File: src/rtl/shifter_pkg.sv
// Shared types and helper constants for the pipelined arithmetic shifter.
package shifter_pkg;

  // Shift modes as carried on in_mode.
  typedef enum logic [1:0] {
    SH_RTRUNC = 2'b00,  // arithmetic right shift, floor
    SH_RROUND = 2'b01,  // arithmetic right shift, round half up
    SH_LSAT   = 2'b10,  // left shift, clamp on overflow
    SH_LWRAP  = 2'b11   // left shift, modulo 2^WIDTH
  } sh_mode_e;

  // Default geometry used by the neuron datapath.
  localparam int DEF_WIDTH   = 21;
  localparam int DEF_SHAMT_W = 5;
  localparam int DEF_TAG_W   = 4;

  // Largest positive two's-complement value for a w-bit word.
  function automatic longint max_pos(input int w);
    return (longint'(1) <<< (w - 1)) - 1;
  endfunction

  // Most negative two's-complement value for a w-bit word.
  function automatic longint min_neg(input int w);
    return -(longint'(1) <<< (w - 1));
  endfunction

endpackage

File: src/rtl/pipelined_shifter_if.sv
// Valid/ready operand and result channels of the pipelined shifter.
interface pipelined_shifter_if #(
  parameter int WIDTH   = 21,
  parameter int SHAMT_W = 5,
  parameter int TAG_W   = 4
);

  // Operand channel.
  logic                      in_valid;
  logic                      in_ready;
  logic signed [WIDTH-1:0]   in_data;
  logic        [SHAMT_W-1:0] in_shamt;
  logic        [1:0]         in_mode;
  logic        [TAG_W-1:0]   in_tag;

  // Result channel.
  logic                      out_valid;
  logic                      out_ready;
  logic signed [WIDTH-1:0]   out_data;
  logic                      out_sat;
  logic        [TAG_W-1:0]   out_tag;

  // Producer of operands / consumer of results.
  modport master (
    output in_valid, in_data, in_shamt, in_mode, in_tag, out_ready,
    input  in_ready, out_valid, out_data, out_sat, out_tag
  );

  // The shifter itself.
  modport slave (
    input  in_valid, in_data, in_shamt, in_mode, in_tag, out_ready,
    output in_ready, out_valid, out_data, out_sat, out_tag
  );

endinterface

File: src/rtl/shift_core.sv
// Combinational shift core: raw shifted value, rounding bit and overflow
// flag for one operand. The final increment/clamp is applied downstream.
module shift_core
  import shifter_pkg::*;
#(
  parameter int WIDTH   = DEF_WIDTH,
  parameter int SHAMT_W = DEF_SHAMT_W
) (
  input  logic signed [WIDTH-1:0]   a,
  input  logic        [SHAMT_W-1:0] shamt,
  input  sh_mode_e                  mode,
  output logic signed [WIDTH-1:0]   raw,
  output logic                      round_bit,
  output logic                      ovf
);

  logic                    big;        // shift amount reaches or exceeds WIDTH
  logic signed [WIDTH-1:0] sra;        // a >>> shamt, sign-filled
  logic signed [WIDTH-1:0] shl;        // a << shamt, truncated
  logic        [WIDTH-1:0] half_mask;  // selects bit shamt-1 of a

  assign big       = (32'(shamt) >= 32'(WIDTH));
  assign sra       = a >>> shamt;
  assign shl       = a << shamt;
  assign half_mask = {{(WIDTH-1){1'b0}}, 1'b1} << (shamt - SHAMT_W'(1));

  // Select the raw result and side bits for the requested mode.
  always_comb begin
    // NOTE: every output gets a default first so no path leaves it unassigned
    // (otherwise synthesis infers a latch).
    raw       = '0;
    round_bit = 1'b0;
    ovf       = 1'b0;
    unique case (mode)
      SH_RTRUNC: begin
        // Shifting by >= WIDTH already yields 0 or -1 from the sign fill.
        raw = sra;
      end
      SH_RROUND: begin
        if (!big) begin
          raw       = sra;
          round_bit = (shamt != '0) && ((a & half_mask) != '0);
        end
      end
      SH_LSAT: begin
        raw = shl;
        // Overflow when the shift cannot be undone: the discarded top bits
        // were not all copies of the sign.
        ovf = big ? (a != '0) : ((shl >>> shamt) != a);
      end
      SH_LWRAP: begin
        raw = big ? '0 : shl;
      end
      default: begin
        raw = '0;
      end
    endcase
  end

endmodule

File: src/rtl/pipelined_shifter.sv
// Two-stage pipelined signed shifter with valid/ready flow control.
// S1 holds the operand and feeds the shift core; S2 holds the finished
// (rounded or saturated) result and drives the output channel.
module pipelined_shifter
  import shifter_pkg::*;
#(
  parameter int WIDTH   = DEF_WIDTH,
  parameter int SHAMT_W = DEF_SHAMT_W,
  parameter int TAG_W   = DEF_TAG_W
) (
  input  logic               clk,
  input  logic               rst,
  pipelined_shifter_if.slave bus
);

  localparam logic signed [WIDTH-1:0] MAX_POS = WIDTH'(max_pos(WIDTH));
  localparam logic signed [WIDTH-1:0] MIN_NEG = WIDTH'(min_neg(WIDTH));

  // Stage S1: captured operand.
  logic                      s1_valid;
  logic signed [WIDTH-1:0]   s1_data;
  logic        [SHAMT_W-1:0] s1_shamt;
  sh_mode_e                  s1_mode;
  logic        [TAG_W-1:0]   s1_tag;

  // Stage S2: finished result.
  logic                      s2_valid;
  logic signed [WIDTH-1:0]   s2_data;
  logic                      s2_sat;
  logic        [TAG_W-1:0]   s2_tag;

  // Shift core outputs and the S2 input they produce.
  logic signed [WIDTH-1:0]   core_raw;
  logic                      core_round;
  logic                      core_ovf;
  logic signed [WIDTH-1:0]   s2_next_data;
  logic                      s2_next_sat;

  // Stage advance enables; a stage may load when it is empty or draining.
  logic adv1;
  logic adv2;

  // in_ready depends combinationally on out_ready so a full pipeline still
  // accepts a new operand in the same cycle the result is taken.
  assign adv2         = !s2_valid || bus.out_ready;
  assign adv1         = !s1_valid || adv2;
  assign bus.in_ready = adv1;

  assign bus.out_valid = s2_valid;
  assign bus.out_data  = s2_data;
  assign bus.out_sat   = s2_sat;
  assign bus.out_tag   = s2_tag;

  // S1 register: accept a new operand whenever the stage can advance.
  always_ff @(posedge clk or posedge rst) begin
    // NOTE: the data registers are reset as well as the valid bits, so the
    // outputs read as zero during reset rather than holding stale values.
    if (rst) begin
      s1_valid <= 1'b0;
      s1_data  <= '0;
      s1_shamt <= '0;
      s1_mode  <= SH_RTRUNC;
      s1_tag   <= '0;
    end else if (adv1) begin
      // NOTE: sequential state is written with non-blocking assignments so
      // every register samples pre-edge values regardless of block order.
      s1_valid <= bus.in_valid;
      if (bus.in_valid) begin
        s1_data  <= bus.in_data;
        s1_shamt <= bus.in_shamt;
        s1_mode  <= sh_mode_e'(bus.in_mode);
        s1_tag   <= bus.in_tag;
      end
    end
  end

  shift_core #(
    .WIDTH   (WIDTH),
    .SHAMT_W (SHAMT_W)
  ) u_core (
    .a         (s1_data),
    .shamt     (s1_shamt),
    .mode      (s1_mode),
    .raw       (core_raw),
    .round_bit (core_round),
    .ovf       (core_ovf)
  );

  // Finish the S1 result: add the rounding bit or clamp on overflow.
  always_comb begin
    s2_next_data = core_raw;
    s2_next_sat  = 1'b0;
    unique case (s1_mode)
      SH_RROUND: begin
        // Cannot overflow: a right shift by >= 1 leaves headroom for +1.
        s2_next_data = core_raw + WIDTH'(core_round);
      end
      SH_LSAT: begin
        if (core_ovf) begin
          s2_next_data = s1_data[WIDTH-1] ? MIN_NEG : MAX_POS;
          s2_next_sat  = 1'b1;
        end
      end
      default: begin
        s2_next_data = core_raw;
      end
    endcase
  end

  // S2 register: take the S1 result when the output is free or being drained;
  // otherwise hold so out_* stay stable under backpressure.
  always_ff @(posedge clk or posedge rst) begin
    if (rst) begin
      s2_valid <= 1'b0;
      s2_data  <= '0;
      s2_sat   <= 1'b0;
      s2_tag   <= '0;
    end else if (adv2) begin
      s2_valid <= s1_valid;
      if (s1_valid) begin
        s2_data <= s2_next_data;
        s2_sat  <= s2_next_sat;
        s2_tag  <= s1_tag;
      end
    end
  end

endmodule

File: src/flat_wrapper.sv
// flat-port wrapper written by rule: the top's interface ports become plain ports
module pipelined_shifter_flat import shifter_pkg::*;
#(
  parameter int WIDTH   = DEF_WIDTH,
  parameter int SHAMT_W = DEF_SHAMT_W,
  parameter int TAG_W   = DEF_TAG_W
)
  (clk, rst, bus_in_valid, bus_in_data, bus_in_shamt, bus_in_mode, bus_in_tag, bus_out_ready, bus_in_ready, bus_out_valid, bus_out_data, bus_out_sat, bus_out_tag);
  pipelined_shifter_if #(.WIDTH(WIDTH), .SHAMT_W(SHAMT_W), .TAG_W(TAG_W)) bus_i ();
  input  logic clk;
  input  logic rst;
  input wire logic [$bits(bus_i.in_valid)-1:0] bus_in_valid;
  input wire logic [$bits(bus_i.in_data)-1:0] bus_in_data;
  input wire logic [$bits(bus_i.in_shamt)-1:0] bus_in_shamt;
  input wire logic [$bits(bus_i.in_mode)-1:0] bus_in_mode;
  input wire logic [$bits(bus_i.in_tag)-1:0] bus_in_tag;
  input wire logic [$bits(bus_i.out_ready)-1:0] bus_out_ready;
  output wire logic [$bits(bus_i.in_ready)-1:0] bus_in_ready;
  output wire logic [$bits(bus_i.out_valid)-1:0] bus_out_valid;
  output wire logic [$bits(bus_i.out_data)-1:0] bus_out_data;
  output wire logic [$bits(bus_i.out_sat)-1:0] bus_out_sat;
  output wire logic [$bits(bus_i.out_tag)-1:0] bus_out_tag;
  assign bus_i.in_valid = bus_in_valid;
  assign bus_i.in_data = bus_in_data;
  assign bus_i.in_shamt = bus_in_shamt;
  assign bus_i.in_mode = bus_in_mode;
  assign bus_i.in_tag = bus_in_tag;
  assign bus_i.out_ready = bus_out_ready;
  assign bus_in_ready = bus_i.in_ready;
  assign bus_out_valid = bus_i.out_valid;
  assign bus_out_data = bus_i.out_data;
  assign bus_out_sat = bus_i.out_sat;
  assign bus_out_tag = bus_i.out_tag;
  pipelined_shifter #(.WIDTH(WIDTH), .SHAMT_W(SHAMT_W), .TAG_W(TAG_W)) u_core (.clk(clk), .rst(rst), .bus(bus_i));
endmodule
File: config.mk
export PLATFORM = sky130hd
export DESIGN_NAME = pipelined_shifter_flat
export DESIGN_NICKNAME = d
export VERILOG_FILES = /design/src/rtl/shifter_pkg.sv /design/src/rtl/pipelined_shifter_if.sv /design/src/rtl/shift_core.sv /design/src/rtl/pipelined_shifter.sv /design/src/flat_wrapper.sv
export SDC_FILE = /design/constraint.sdc
export NUM_CORES = 1
export LEC_CHECK = 0
export CAP_MARGIN = 5
export CORE_ASPECT_RATIO = 0.8
export CORE_UTILIZATION = 45
export CTS_BUF_LIST = sky130_fd_sc_hd__clkbuf_8
export CTS_CLUSTER_DIAMETER = 100
export CTS_CLUSTER_SIZE = 10
export DETAILED_ROUTE_END_ITERATION = 10
export PLACE_DENSITY = 0.64
export RECOVER_POWER = 100
export SLEW_MARGIN = 10
export SYNTH_ARGS = -nofsm -noshare
export SYNTH_HDL_FRONTEND = slang
export SYNTH_SLANG_ARGS = --single-unit
File: constraint.sdc
create_clock -name clk -period 8.3 [get_ports clk]
set_input_delay 1.66 -clock clk [delete_from_list [all_inputs] [get_ports clk]]
set_output_delay 1.66 -clock clk [all_outputs]
set_load 0.005 [all_outputs]
Word-level counts from Yosys, hierarchy flattened. Cells that the tools add are included.

Flip-flop bits (word level): 60. Input port bits: 36. Output and inout bits: 28. Logic and storage cells: 44.

$add $sub $neg: 2. Order comparisons: 1. Equal/unequal tests: 4. Shifts and indexed selects: 4. Multiplexer cells: 12. Bitwise operators: 1. Reductions and logical operators: 11.

Operators with widths (number): $mux 21 (4); $pmux 21 s4 (1); $pmux 21 s2 (1); $reduce_bool 21->1 (2); $sshr 21x5->21 (2); $add 21x1->21 (1); $and 21x21->21 (1); $ne 21x21->1 (1); $shl 1x5->21 const A (1); $shl 21x5->21 (1); $mux 1 (6); $ge 5x5->1 const B (1); $reduce_bool 5->1 (1); $sub 5x1->5 const B (1); $eq 2x2->1 const B (2); $reduce_and 2->1 (2); $eq 2x1->1 const B (1); $logic_not 1->1 (2); $logic_not 2->1 (1); $logic_or 1x1->1 (2); $logic_and 1x1->1 (1).

Depth between registers and ports, before layout.
Depth after elaboration: 9. Depth in mapped cells: 24. Mapped depth without buffers: 18.

Modules after synthesis. Synthesis repeated with hierarchy kept, for this count alone.

Cells, all modules: 986. Area total of the unflattened synthesis: 7578.5 um^2.

Modules (own cells, without submodules): shift_core (instances 1, cells each 674, area an instance 4416.7 um^2, seq. area each 0.0 um^2); pipelined_shifter (instances 1, cells each 312, area an instance 3161.8 um^2, seq. area each 1501.4 um^2).

Worst setup path after synthesis. OpenSTA, ideal clock, no wires.

Kind: reg2reg. From: reg u_core.s1_shamt[0]. To: reg u_core.s2_data[14] (netlist: u_core.bus.out_data[14]). Library setup time: 120 ps. Arrival: 4666 ps. Required time: 8180 ps. Setup slack: 3514 ps. Cell stages (with the launch flop): 23. Buffers on the path: 7. Period minus slack after synthesis: 4786 ps. Path through: dfrtp_1 buf_4 buf_6 buf_6 buf_4 buf_2 buf_1 clkbuf_1 mux4_2 mux4_2 nand2_1 nand2_1 a32o_1 ha_1 ha_1 nand2_1 or4b_1 and2b_1 nor2b_1 xnor2_1 a21oi_1 o21ai_0 o211a_1.

Longest elaborated chain between the ends: 9. Elaborated cells between the ends (all ways): 21. Those cells by class: 2 x add/sub; 1 x order compare; 1 x eq/ne; 4 x shift; 9 x mux; 1 x bitwise; 3 x reduce/logical.

Ends and longest elaborated chain: start: declaration (line pipelined_shifter.sv:22) `logic [SHAMT_W-1:0] s1_shamt;`; start signal: assignment (line pipelined_shifter.sv:70) `s1_shamt <= bus.in_shamt;`; $sub 5x1->5 (line shift_core.sv:25) `assign half_mask = {{(WIDTH-1){1'b0}}, 1'b1} << (shamt - SHAMT_W'(1));`; $shl 1x5->21 (line shift_core.sv:25); $and 21x21->21 (line shift_core.sv:42) `round_bit = (shamt != '0) && ((a & half_mask) != '0);`; $reduce_bool 21->1 (line shift_core.sv:42); $logic_and 1x1->1 (line shift_core.sv:42); $mux 1 (line shift_core.sv:40) `if (!big) begin`; $mux 1 (line shift_core.sv:34) `unique case (mode)`; $add 21x1->21 (line pipelined_shifter.sv:96) `s2_next_data = core_raw + WIDTH'(core_round);`; $pmux 21 s2 (*) (line pipelined_shifter.sv:93) `unique case (s1_mode)`; end signal: assignment (line pipelined_shifter.sv:121) `s2_data <= s2_next_data;`; end: declaration (line pipelined_shifter.sv:28) `logic signed [WIDTH-1:0] s2_data;`.

Mark *: on every way between the ends. The rest lies on a longest branch, timed or not. A chain may end at the register's enable or synchronous reset.

Final worst setup path.
From: reg u_core.s1_shamt[2]. To: reg u_core.s2_data[1] (netlist: u_core.bus.out_data[1]).

Same word-level chain as after synthesis.

==> metrics.md <==
| Metric | Value |
|---|---|
| Clock tree sinks | `60` |
| Synth Register Bits | `60` |
| Routed len/inst | `about 28 um` |
| IO buf count | `between 60 and 70` |
| Via count | `8271` |
| Area delta synth->final | `11.87%` |
| Worst-case clock skew | `around 0.012 ns` |
| Crit path top cell by count | `nor4_1` |
| # hold bufs at CTS | `0` |
| Syn Inst Count | `around 900` |
| Synth warn | `0` |
| DRC | `0` |
| CP max-delay cell | `dfrtp_1` |
| Worst Path Max Fanout | `34` |
| Area fraction in compound gates after synthesis | `between 20 and 30%` |
| Hold/Removal Path Class | `flip-flop to flip-flop` |
| Worst Setup Start Kind | `flip-flop` |
| Clk slew on worst S/H paths | `roughly 0.07 ns` |
| Crit path from | `u_core.s1_shamt[2]$_DFFE_PP0P_` |
| Initial Util | `a little under half` |
| HPWL Detailed | `23040 um` |
| Sw Pwr | `just under 1 mW` |
| Sequential-to-total area share from yosys stat | `between 10% and 20%` |
| Synth Area in Simple Gates | `19.80%` |
| Min cycle time layout | `about 6.7 ns` |
| Failing checks | `capacitance limit, slew limit` |
| Final worst-path cycle share | `80.72%` |
| H-tree level count | `3` |
| Die Ht | `118.1 um` |
| DR vias/cell | `between 7 and 8` |
| Global-route wire length before repair | `approximately 50000 um` |
| Clk pwr share | `between 10% and 20%` |
| Critical Path Sink | `u_core.bus.out_data[1]$_DFFE_PP0P_` |
| Max clock buf depth | `2` |
| TritonRoute pass-1 iters | `6` |
| Mapped Avg Cell Area | `~8.4 um2` |
| Drt initial violations | `about 1200` |
| Slew HR | `-111.9%` |
| CP endpoint kind | `flip-flop` |
| Clock latency on the worst-skew pair | `0.38 ns` |
| R2R Path End | `u_core.bus.out_data[1]$_DFFE_PP0P_` |
| Hold Vio Cnt, Final | `0` |
| WL met3 | `roughly 4700 um` |
| Initial antenna violation count | `0` |
| Synth top area cells | `dfrtp_1 (20%), mux4_2 (11%), mux2_2 (7.4%)` |
| Crit path DAT | `between 6 and 7 ns` |
| Mux cell area share after synthesis | `24.09%` |
| PwrDens | `between 200 and 250 nW/um2` |
| Post-Route WL | `~32000 um` |
| Sequential cell area | `approximately 1500 um2` |
| Post-CTS sizing | `0` |
| Root buffer cell | `clkbuf_8` |
| CTS tree | `yes` |
| Hold path start | `u_core.s1_tag[1]$_DFFE_PP0P_` |
| Switching part of the total | `roughly 48%` |
| Fin. max-slew vios | `94` |
| Syn_nets | `around 950` |
| Nets | `958` |
| Largest net degree at the start of global routing | `61` |
| ANT nets after route | `0` |
| Gr ovfl total | `0` |
| Power Internal | `a little over 1 mW` |
| Post-synth top area share | `between 10% and 20%` |
| # Max-Cap Violations | `2` |
| XOR/XNOR share of the synthesized area | `under 10%` |
| RePlAce Congestion | `between 1 and 1.5` |
| TritonCTS Buffers | `9` |
| Setup total negative slack | `0 ns` |
| Ys async rst share | `100.0%` |
| Status | `complete, but fails checks` |
| Biggest area consumer among synthesized cells | `dfrtp_1` |
| Final setup fails | `0` |
| Yosys cell types | `between 80 and 90` |
| Full die area | `~17000 um2` |
| Synthesized area | `around 7600 um2` |
| Crit path cell chain | `buf_4 -> nand2b_1 -> o22ai_1 -> o21ai_0 -> nand2_1 -> o311ai_0 -> nor4_1 -> xnor2_1 -> o2111ai_1 -> nor4_1 -> or2_0 -> o41ai_2 -> o32a_1` |
| Post-Synth Adder-Cell Area | `less than 1%` |
| Reg power frac | `a little under a quarter` |
| Fmax | `between 100 and 150 MHz` |
| Worst reg2reg path startpoint | `u_core.s1_shamt[2]$_DFFE_PP0P_` |
| VDD IR-drop max | `between 0.1 and 0.15 mV` |
| Lkg Pwr | `around 3.2 nW` |
| Synth Flop Type | `dfrtp_1` |
| Boundary Pins | `64` |
| WL met1 | `~14000 um` |
| Layout fillers | `about 1600` |
| Design Power | `around 2.0 mW` |
| RSZ-0062 raised after global routing | `no` |
| Setup CP Type | `flip-flop to flip-flop` |
| Worst path max stage delay | `about 1.1 ns` |
| Ant. Diodes | `0` |
| Actual slew at the worst max-slew pin | `around 3.2 ns` |
| Combinational fraction of design power | `about three fifths` |
| Max layer used | `met5` |
| Row cnt | `between 40 and 50` |
| Met2 wire length | `~12000 um` |
| Multi-input logic area | `between 5000 and 6000 um2` |
| Die X | `147.1 um` |
| Data required time at the worst endpoint | `around 8.6 ns` |
| GRT Util Overall | `between 30 and 40%` |
| Vias in the first global route | `slightly below 8000` |
| Core area | `about 17000 um2` |
| Number of flops mapped to enable cells by yosys | `0` |
| Worst R2R Path Depth | `13` |
| Share of layout cells above drive strength 1 | `between 10% and 20%` |
| Setup bufs post-CTS | `0` |
| Largest family of logic cells by synthesized area | `compound AO/OA/AOI/OAI gates` |
| R2r setup slk | `1.60 ns` |
[cells in the final DEF, fill, tap and decap left out, types with 8 or more instances in the layout]
master and count:
nor4_1 15, a22oi_1 18, nand3_1 33, mux2i_1 41
nand2b_1 14, o21ai_1 11, and3_1 11, nand4_1 11
nor2_1 59, o21ai_0 55, a21oi_1 35, inv_1 15
and2_1 8, o211ai_1 12, clkdlybuf4s50_1 33, dlygate4sd3_1 30
o22ai_1 13, buf_4 24, clkbuf_8 9, mux4_2 36
o22a_1 15, nand2_1 98, nor2b_1 8, dfrtp_1 58
o21a_1 10, nor3_1 14, xnor2_1 9, mux2_2 50
a31oi_1 10
[through the flow]
stage / std cells / utilization, % / instance area [um2] / hold slack, ns / setup slack [ns]
finish: 1141 / 51.38 / 8478 / 0.4619 / 1.600
global route: 1141 / 51.38 / 8478 / 0.4848 / 1.231
CTS: 1141 / 51.64 / 8521 / 0.4689 / 2.741
detailed placement: 1125 / 50.19 / 8282 / 0.4487 / 2.768
global placement: 1125 / 50.19 / 8282 / 0.4408 / 2.773
floorplan: 903 / - / 7579 / 0.4331 / 3.514
[power by group through the flow]
stage	sequential, mW	clock, mW	combinational (mW)
final	0.482	0.336	1.19
after global placement	0.481	0	1.18
after CTS	0.476	0.344	1.17
after detailed placement	0.482	0	1.16
after floorplan	0.397	0	0.833
after global routing	0.489	0.353	1.26
[layout make-up]
| class | instances | share of cell area [%] |
|---|---|---|
| clock buffer | 9 | 1.461 |
| clock inverter | 7 | 1.358 |
| inverter | 18 | 0.7969 |
| multi-input combinational | 737 | 65.67 |
| sequential | 60 | 17.77 |
| tap | 220 | 3.247 |
| timing repair buffer | 90 | 9.696 |
[cell families (layout without fill, tap and decap cells)]
group | Yosys count | in the layout
AO/OA/AOI/OAI | 290 | 290
XOR/XNOR | 10 | 10
adder cells (fa/ha/maj) | 6 | 6
buffers and inverters | 106 | 124
flip-flops | 60 | 60
multiplexers | 130 | 130
AND/OR/NAND/NOR | 301 | 301
[flip-flops by register name, indices dropped and copies added (netlist names)]
| name | flops |
|---|---|
| u_core.bus.out_data | 21 |
| u_core.s1_data | 21 |
| u_core.s1_shamt | 5 |
| u_core.bus.out_tag | 4 |
| u_core.s1_tag | 4 |
| u_core.s1_mode | 2 |
| u_core.bus.out_sat | 1 |
| u_core.bus.out_valid | 1 |
| u_core.s1_valid | 1 |
[worst min-delay path by stage]
stage,to,slack [ns],cells after the start
global placement,u_core.bus.out_tag[0]$_DFFE_PP0P_,0.44,2
detailed placement,u_core.bus.out_tag[2]$_DFFE_PP0P_,0.45,2
global route,u_core.bus.out_tag[1]$_DFFE_PP0P_,0.48,2
CTS,u_core.bus.out_tag[2]$_DFFE_PP0P_,0.47,2
finish,u_core.bus.out_tag[1]$_DFFE_PP0P_,0.46,2
floorplan,u_core.bus.out_tag[0]$_DFFE_PP0P_,0.43,2
[critical path: cells and delay by family, from the launching register on]
kind                      cells  cell delay [ns]
AOI/OAI and AO/OA             6             2.58
xor gates and xnor gates      1             0.17
buffers and inverters         1             0.53
DFF                           1             1.10
and+or+nand+nor               5             2.18
[synthesized netlist by cell type (all sizes together), types with 13 or more instances]
cell type  number
dfrtp          60
a21oi          35
nand2b         14
mux2           53
mux4           36
buf            32
o22a           15
nor2           60
nand3          34
o22ai          13
o21ai          66
a22oi          18
nor3           14
inv            16
mux2i          41
clkbuf         56
nand2          98
nor4           15
[layer usage]
metal  vias up  GRT usage (%)
met5         -          2.059
met3       101          14.19
met1      3959          54.99
li1       3543              -
met2       666          48.17
met4         2          14.18
(Power assumes the default switching activity.)
==> patch 1 (config.mk and constraints unchanged) <==
`DEF_WIDTH`: 21 -> 19.
--- a/src/rtl/shifter_pkg.sv
+++ b/src/rtl/shifter_pkg.sv
@@ -11,5 +11,5 @@
 
   // Default geometry used by the neuron datapath.
-  localparam int DEF_WIDTH   = 21;
+  localparam int DEF_WIDTH   = 19;
   localparam int DEF_SHAMT_W = 5;
   localparam int DEF_TAG_W   = 4;
Ports: changed (resized bus_in_data and bus_out_data); port bits go from 64 to 60. No check against the original RTL was run, so the function may have changed too.
==> patch 1 against the unedited design <==
The run still ends with capacitance limit, slew limit left. Clock skew is 0.0025 ns lower. Sequential share of layout area is 0.36 points higher. Combinational power is 9% lower. Wire length is 4.2% lower. Area after synthesis is 6.7% lower. Design area is 8.4% lower. Sequential cell count is 4 lower. Cell count is 4.6% lower. Sequential power is 2% lower. Setup slack worse by 0.15 ns. Total power is 13% lower. Critical endpoint unchanged. Largest power group unchanged.
==> patch 1: results (changes against the unedited design) <==
The number of port buffers came to 59 (-6.3%). The source-to-sink clock delay at the later pin of the worst-skew pair came out at 0.34 ns (-0.04 ns). The post-layout net count was 917 (-4.3%). The xor/xnor cell area share of the yosys netlist came out at 0.0161 (+0.00455). The flow ran to the end, but the final reports show violations. The average cell area after synthesis was 8.04 um2 (-4.2%). The global-route total usage across every layer is 0.385 (+0.0112). The peak supply drop was 0.000170 V (+20%).

The maximum net fanout on the critical path came out at 46 (+35%). The weighted congestion at the end of routability-driven global placement is 1.03 (-3.5%). The final count of pins violating max slew is 104 (+11%). The sequential element share of the synthesized area came out at 0.198 (about the same). The final reports fail on capacitance limit, slew limit. The total clock buffers created by CTS came out at 5 (-4). The proportion of layout cells with a drive suffix above 1 is 0.144 (-0.0161). The fill cell instance count of the final layout was 1,443 (-8.7%). The stage delay of the slowest cell on the critical path came out at 1.46 ns (+0.36 ns). The total detailed-routing wirelength came out at 30,600 um (-4.2%). The worst hold path terminates at u_core.bus.out_sat$_DFFE_PP0P_.

The worst slew margin relative to its limit is -0.660 (+0.459). The clock-pin slew reported for the worst setup and hold paths after clock tree synthesis came out at 0.11 ns (+0.04 ns). The max-cap check violation count came out at 2 (unchanged).

The area of combinational cells with multiple inputs came to 5200 um2 (-6.6%). The portion of netlist area occupied by mux cells is 0.214 (-0.0273). The setup skew after layout is 0.00955 ns (-0.00246 ns). The via-per-instance ratio is 7.22 (-0.33%). The reg-to-reg setup timing slack came out at 1.45 ns (-0.15 ns).

The leakage power of the design came to 2.92 nW (-9.2%). The worst reg-to-reg path cell count is 11 (-2). The placed instance count came out at 1,080 (-4.0%). The HPWL after detailed placement came out at 22,000 um (-4.5%).

By area the synthesized netlist is led by sky130_fd_sc_hd__dfrtp_1 (20%), sky130_fd_sc_hd__mux2_2 (8.0%), sky130_fd_sc_hd__mux4_2 (8.0%).
==> patch 1: changes by cell type after synthesis, moves of 7 or more <==
| cell | unedited run | this run |
|---|---|---|
| sky130_fd_sc_hd__a22oi_1 | 18 | 4 |
| sky130_fd_sc_hd__a31oi_1 | 10 | 23 |
| sky130_fd_sc_hd__mux2i_1 | 41 | 34 |
| sky130_fd_sc_hd__mux4_2 | 36 | 25 |
| sky130_fd_sc_hd__nand2_1 | 98 | 114 |
| sky130_fd_sc_hd__nor3_1 | 14 | 24 |
| sky130_fd_sc_hd__o21ai_0 | 55 | 30 |
| sky130_fd_sc_hd__o21ai_1 | 11 | 4 |
| sky130_fd_sc_hd__o22a_1 | 15 | 6 |
==> patch 1: worst min-delay path: stages (launching register included) <==
cell                      delay [ns]
sky130_fd_sc_hd__dfrtp_1        0.36
sky130_fd_sc_hd__nand2_1        0.04
sky130_fd_sc_hd__o21ai_0        0.06
==> patch 1: report_power, final <==
part	switching [W]	internal, W	total [W]
Combinational	0.000640	0.000440	0.00108
Clock	0.000103	0.0000903	0.000194
Sequential	0.000141	0.000330	0.000471
Total	0.000884	0.000860	0.00174
==> patch 1: layer usage <==
| layer | part of all wire | vias to the layer above | GRT usage | wire length (um) |
|---|---|---|---|---|
| met5 | 0 | - | 0 | 0 |
| met4 | 0.042 | 0 | 0.151 | 1290 |
| met3 | 0.13 | 94 | 0.107 | 3990 |
| met2 | 0.40 | 616 | 0.535 | 12200 |
| met1 | 0.43 | 3771 | 0.559 | 13200 |
| li1 | - | 3387 | - | - |
==> patch 1: layout make-up <==
type,count,area share
diodes,1,0.000322
clock buffers,5,0.00887
clock inverters,3,0.00548
inverters,17,0.00838
multi-input cells,721,0.670
flip-flops and latches,56,0.181
well taps,210,0.0338
repair buffers,76,0.0916
==> patch 2 (same flow settings) <==
Without the edit above. Reset style: synchronous (`rst`), changed in 2 clocked blocks.
--- a/src/rtl/pipelined_shifter.sv
+++ b/src/rtl/pipelined_shifter.sv
@@ -53,5 +53,5 @@
 
   // S1 register: accept a new operand whenever the stage can advance.
-  always_ff @(posedge clk or posedge rst) begin
+  always_ff @(posedge clk) begin
     // NOTE: the data registers are reset as well as the valid bits, so the
     // outputs read as zero during reset rather than holding stale values.
@@ -110,5 +110,5 @@
   // S2 register: take the S1 result when the output is free or being drained;
   // otherwise hold so out_* stay stable under backpressure.
-  always_ff @(posedge clk or posedge rst) begin
+  always_ff @(posedge clk) begin
     if (rst) begin
       s2_valid <= 1'b0;
Check against the original RTL: differs if rst is asserted again (counterexample within 4 cycles, from zero or initial values and one cycle with rst high); with rst held inactive, the same outputs for 4 cycles.
==> patch 2 against the unedited design <==
The run still ends with capacitance limit, slew limit left. Worst hold slack worse by 0.0083 ns. Setup slack better by 0.27 ns. Wire length is 2.9% higher. Design area is 2.5% lower. Sequential cell count stayed put. Area after synthesis is 1.6% lower.
Power is not compared: it rests on default switching activity, and its combinational part moved more than twofold at a synthesized area within 25%.
==> patch 2: results (changes against the unedited design) <==
The portion of netlist area occupied by mux cells came out at 0.167 (-0.0739). The flow ran to the end, but the final reports show violations. The gate count of the mapped netlist is 1,022 (+13%). The worst slew margin relative to its limit is -0.0877 (+1.03). The first-pass iteration count of the detailed router is 5 (-1). The stage delay of the slowest cell on the critical path is 1.42 ns (+0.32 ns). For this run, the leading register cell type out of synthesis is sky130_fd_sc_hd__dfxtp_1.

The pin count of the biggest net entering global routing is 58 (-4.9%). The capturing point of the worst reg2reg path is u_core.bus.out_data[17]$_SDFFE_PP0P_. Ranked by total cell area, the synthesized netlist is headed by sky130_fd_sc_hd__dfxtp_1 (16%), sky130_fd_sc_hd__mux4_2 (9.1%), sky130_fd_sc_hd__nand2_1 (8.3%). The total detailed-routing wirelength was 32,900 um (+2.9%). The final reports fail on capacitance limit, slew limit. The maximum net fanout on the critical path came out at 36 (+5.9%).

The buffer type at the clock tree root is sky130_fd_sc_hd__clkbuf_8. The post-layout net count was 1,059 (+11%). The via-per-instance ratio is 7.11 (-1.9%). The setup skew after layout came out at 0.0182 ns (+0.00616 ns). The sequential element share of the synthesized area is 0.161 (-0.0370).

The first-iteration detailed-routing DRC count is 1,265 (+5.2%). The final count of pins violating max slew is 37 (-61%). The async set or reset register ratio after synthesis was 0 (-1.00). The number of global-route vias before repair was 8,186 (+5.8%). The arithmetic-cell share of the synthesized area counting full adders, half adders and majority gates is 0.0101 (+0.000165). The startpoint identified for the worst register-to-register timing path is u_core.s1_shamt[0]$_SDFFE_PP0P_. The reg-to-reg setup timing slack is 1.87 ns (+0.27 ns). The max-cap check violation count is 1 (-1). The critical path arrival came out at 6.71 ns (-0.25 ns). The count of different cell masters after synthesis came out at 89 (+6.0%). The placed instance count is 1,221 (+8.5%).

The detail-routed net length per standard cell came out at 26.6 um (-5.2%). The number of antenna violations at the first check in global routing is 1 (+1). The wire length of the first global-routing pass is 50,100 um (+3.1%).

The worst reg-to-reg path cell count is 12 (-1). The HPWL after detailed placement was 23,500 um (+1.9%). The compound-cell area share of the yosys netlist is 0.312 (+0.0335).
patch 2: cell type report:
class / instances / area [um2]
antenna: 1 / 2.50
sequential: 60 / 1210
clock inverter: 7 / 75.1
timing repair buffer: 83 / 776
tap: 215 / 269
multi-input combinational: 844 / 5740
clock buffer: 9 / 124
inverter: 19 / 71.3
fill: 1673 / 7740
patch 2: power breakdown:
| part | switching [W] | total, W | internal [W] |
|---|---|---|---|
| Clock | 0.000141 | 0.000281 | 0.000140 |
| Combinational | 0.000294 | 0.000472 | 0.000178 |
| Sequential | 0.0000408 | 0.000345 | 0.000304 |
| Total | 0.000476 | 0.00110 | 0.000622 |
patch 2: how the worst min path moves through the flow:
stage | startpoint | end | slack (ns) | depth (start not counted)
finish | u_core.s1_tag[1]$_SDFFE_PP0P_ | u_core.bus.out_tag[1]$_SDFFE_PP0P_ | 0.45 | 2
global route | u_core.s1_tag[1]$_SDFFE_PP0P_ | u_core.bus.out_tag[1]$_SDFFE_PP0P_ | 0.48 | 2
CTS | u_core.s1_tag[1]$_SDFFE_PP0P_ | u_core.bus.out_tag[1]$_SDFFE_PP0P_ | 0.46 | 2
detailed placement | u_core.bus.out_tag[1]$_SDFFE_PP0P_ | u_core.bus.out_tag[1]$_SDFFE_PP0P_ | 0.45 | 2
global placement | u_core.s1_tag[0]$_SDFFE_PP0P_ | u_core.s1_tag[0]$_SDFFE_PP0P_ | 0.45 | 2
floorplan | u_core.s1_tag[0]$_SDFFE_PP0P_ | u_core.bus.out_tag[0]$_SDFFE_PP0P_ | 0.43 | 2
patch 2: logic make-up (layout without fill, tap and decap cells):
logic type	count (synthesis)	after routing
xor+xnor	21	21
compound gates	329	329
fa+ha+maj	6	6
mux	84	84
flops	60	60
simple gates	404	404
buf+inv	118	118
other cells	0	1
patch 2: worst max-delay path, delay by kind of cell, from the launching register on:
kind	cells	cell delay, ns
and+or+nand+nor	3	1.18
muxes	1	0.70
buffers and inverters	1	0.79
xor gates and xnor gates	1	0.16
AOI/OAI and AO/OA	6	2.07
DFF	1	1.42
patch 2: metrics by stage:
step                area (um2)  setup slack (ns)   util  total power, W
floorplan                 7450              4.04      -        0.000647
global placement          8070              3.09  0.504        0.000808
detailed placement        8070              2.99  0.504        0.000800
CTS                       8270              2.98  0.517         0.00108
global route              8270              1.40  0.516         0.00114
finish                    8270              1.87  0.517         0.00110
patch 2: layer usage:
layer  up-vias  track usage  wire length [um]
li1       3841            -                 -
met1      4088        0.558             13900
met2       779        0.528             12500
met3        98        0.126              5300
met4         2        0.153              1090
met5         -       0.0194                46
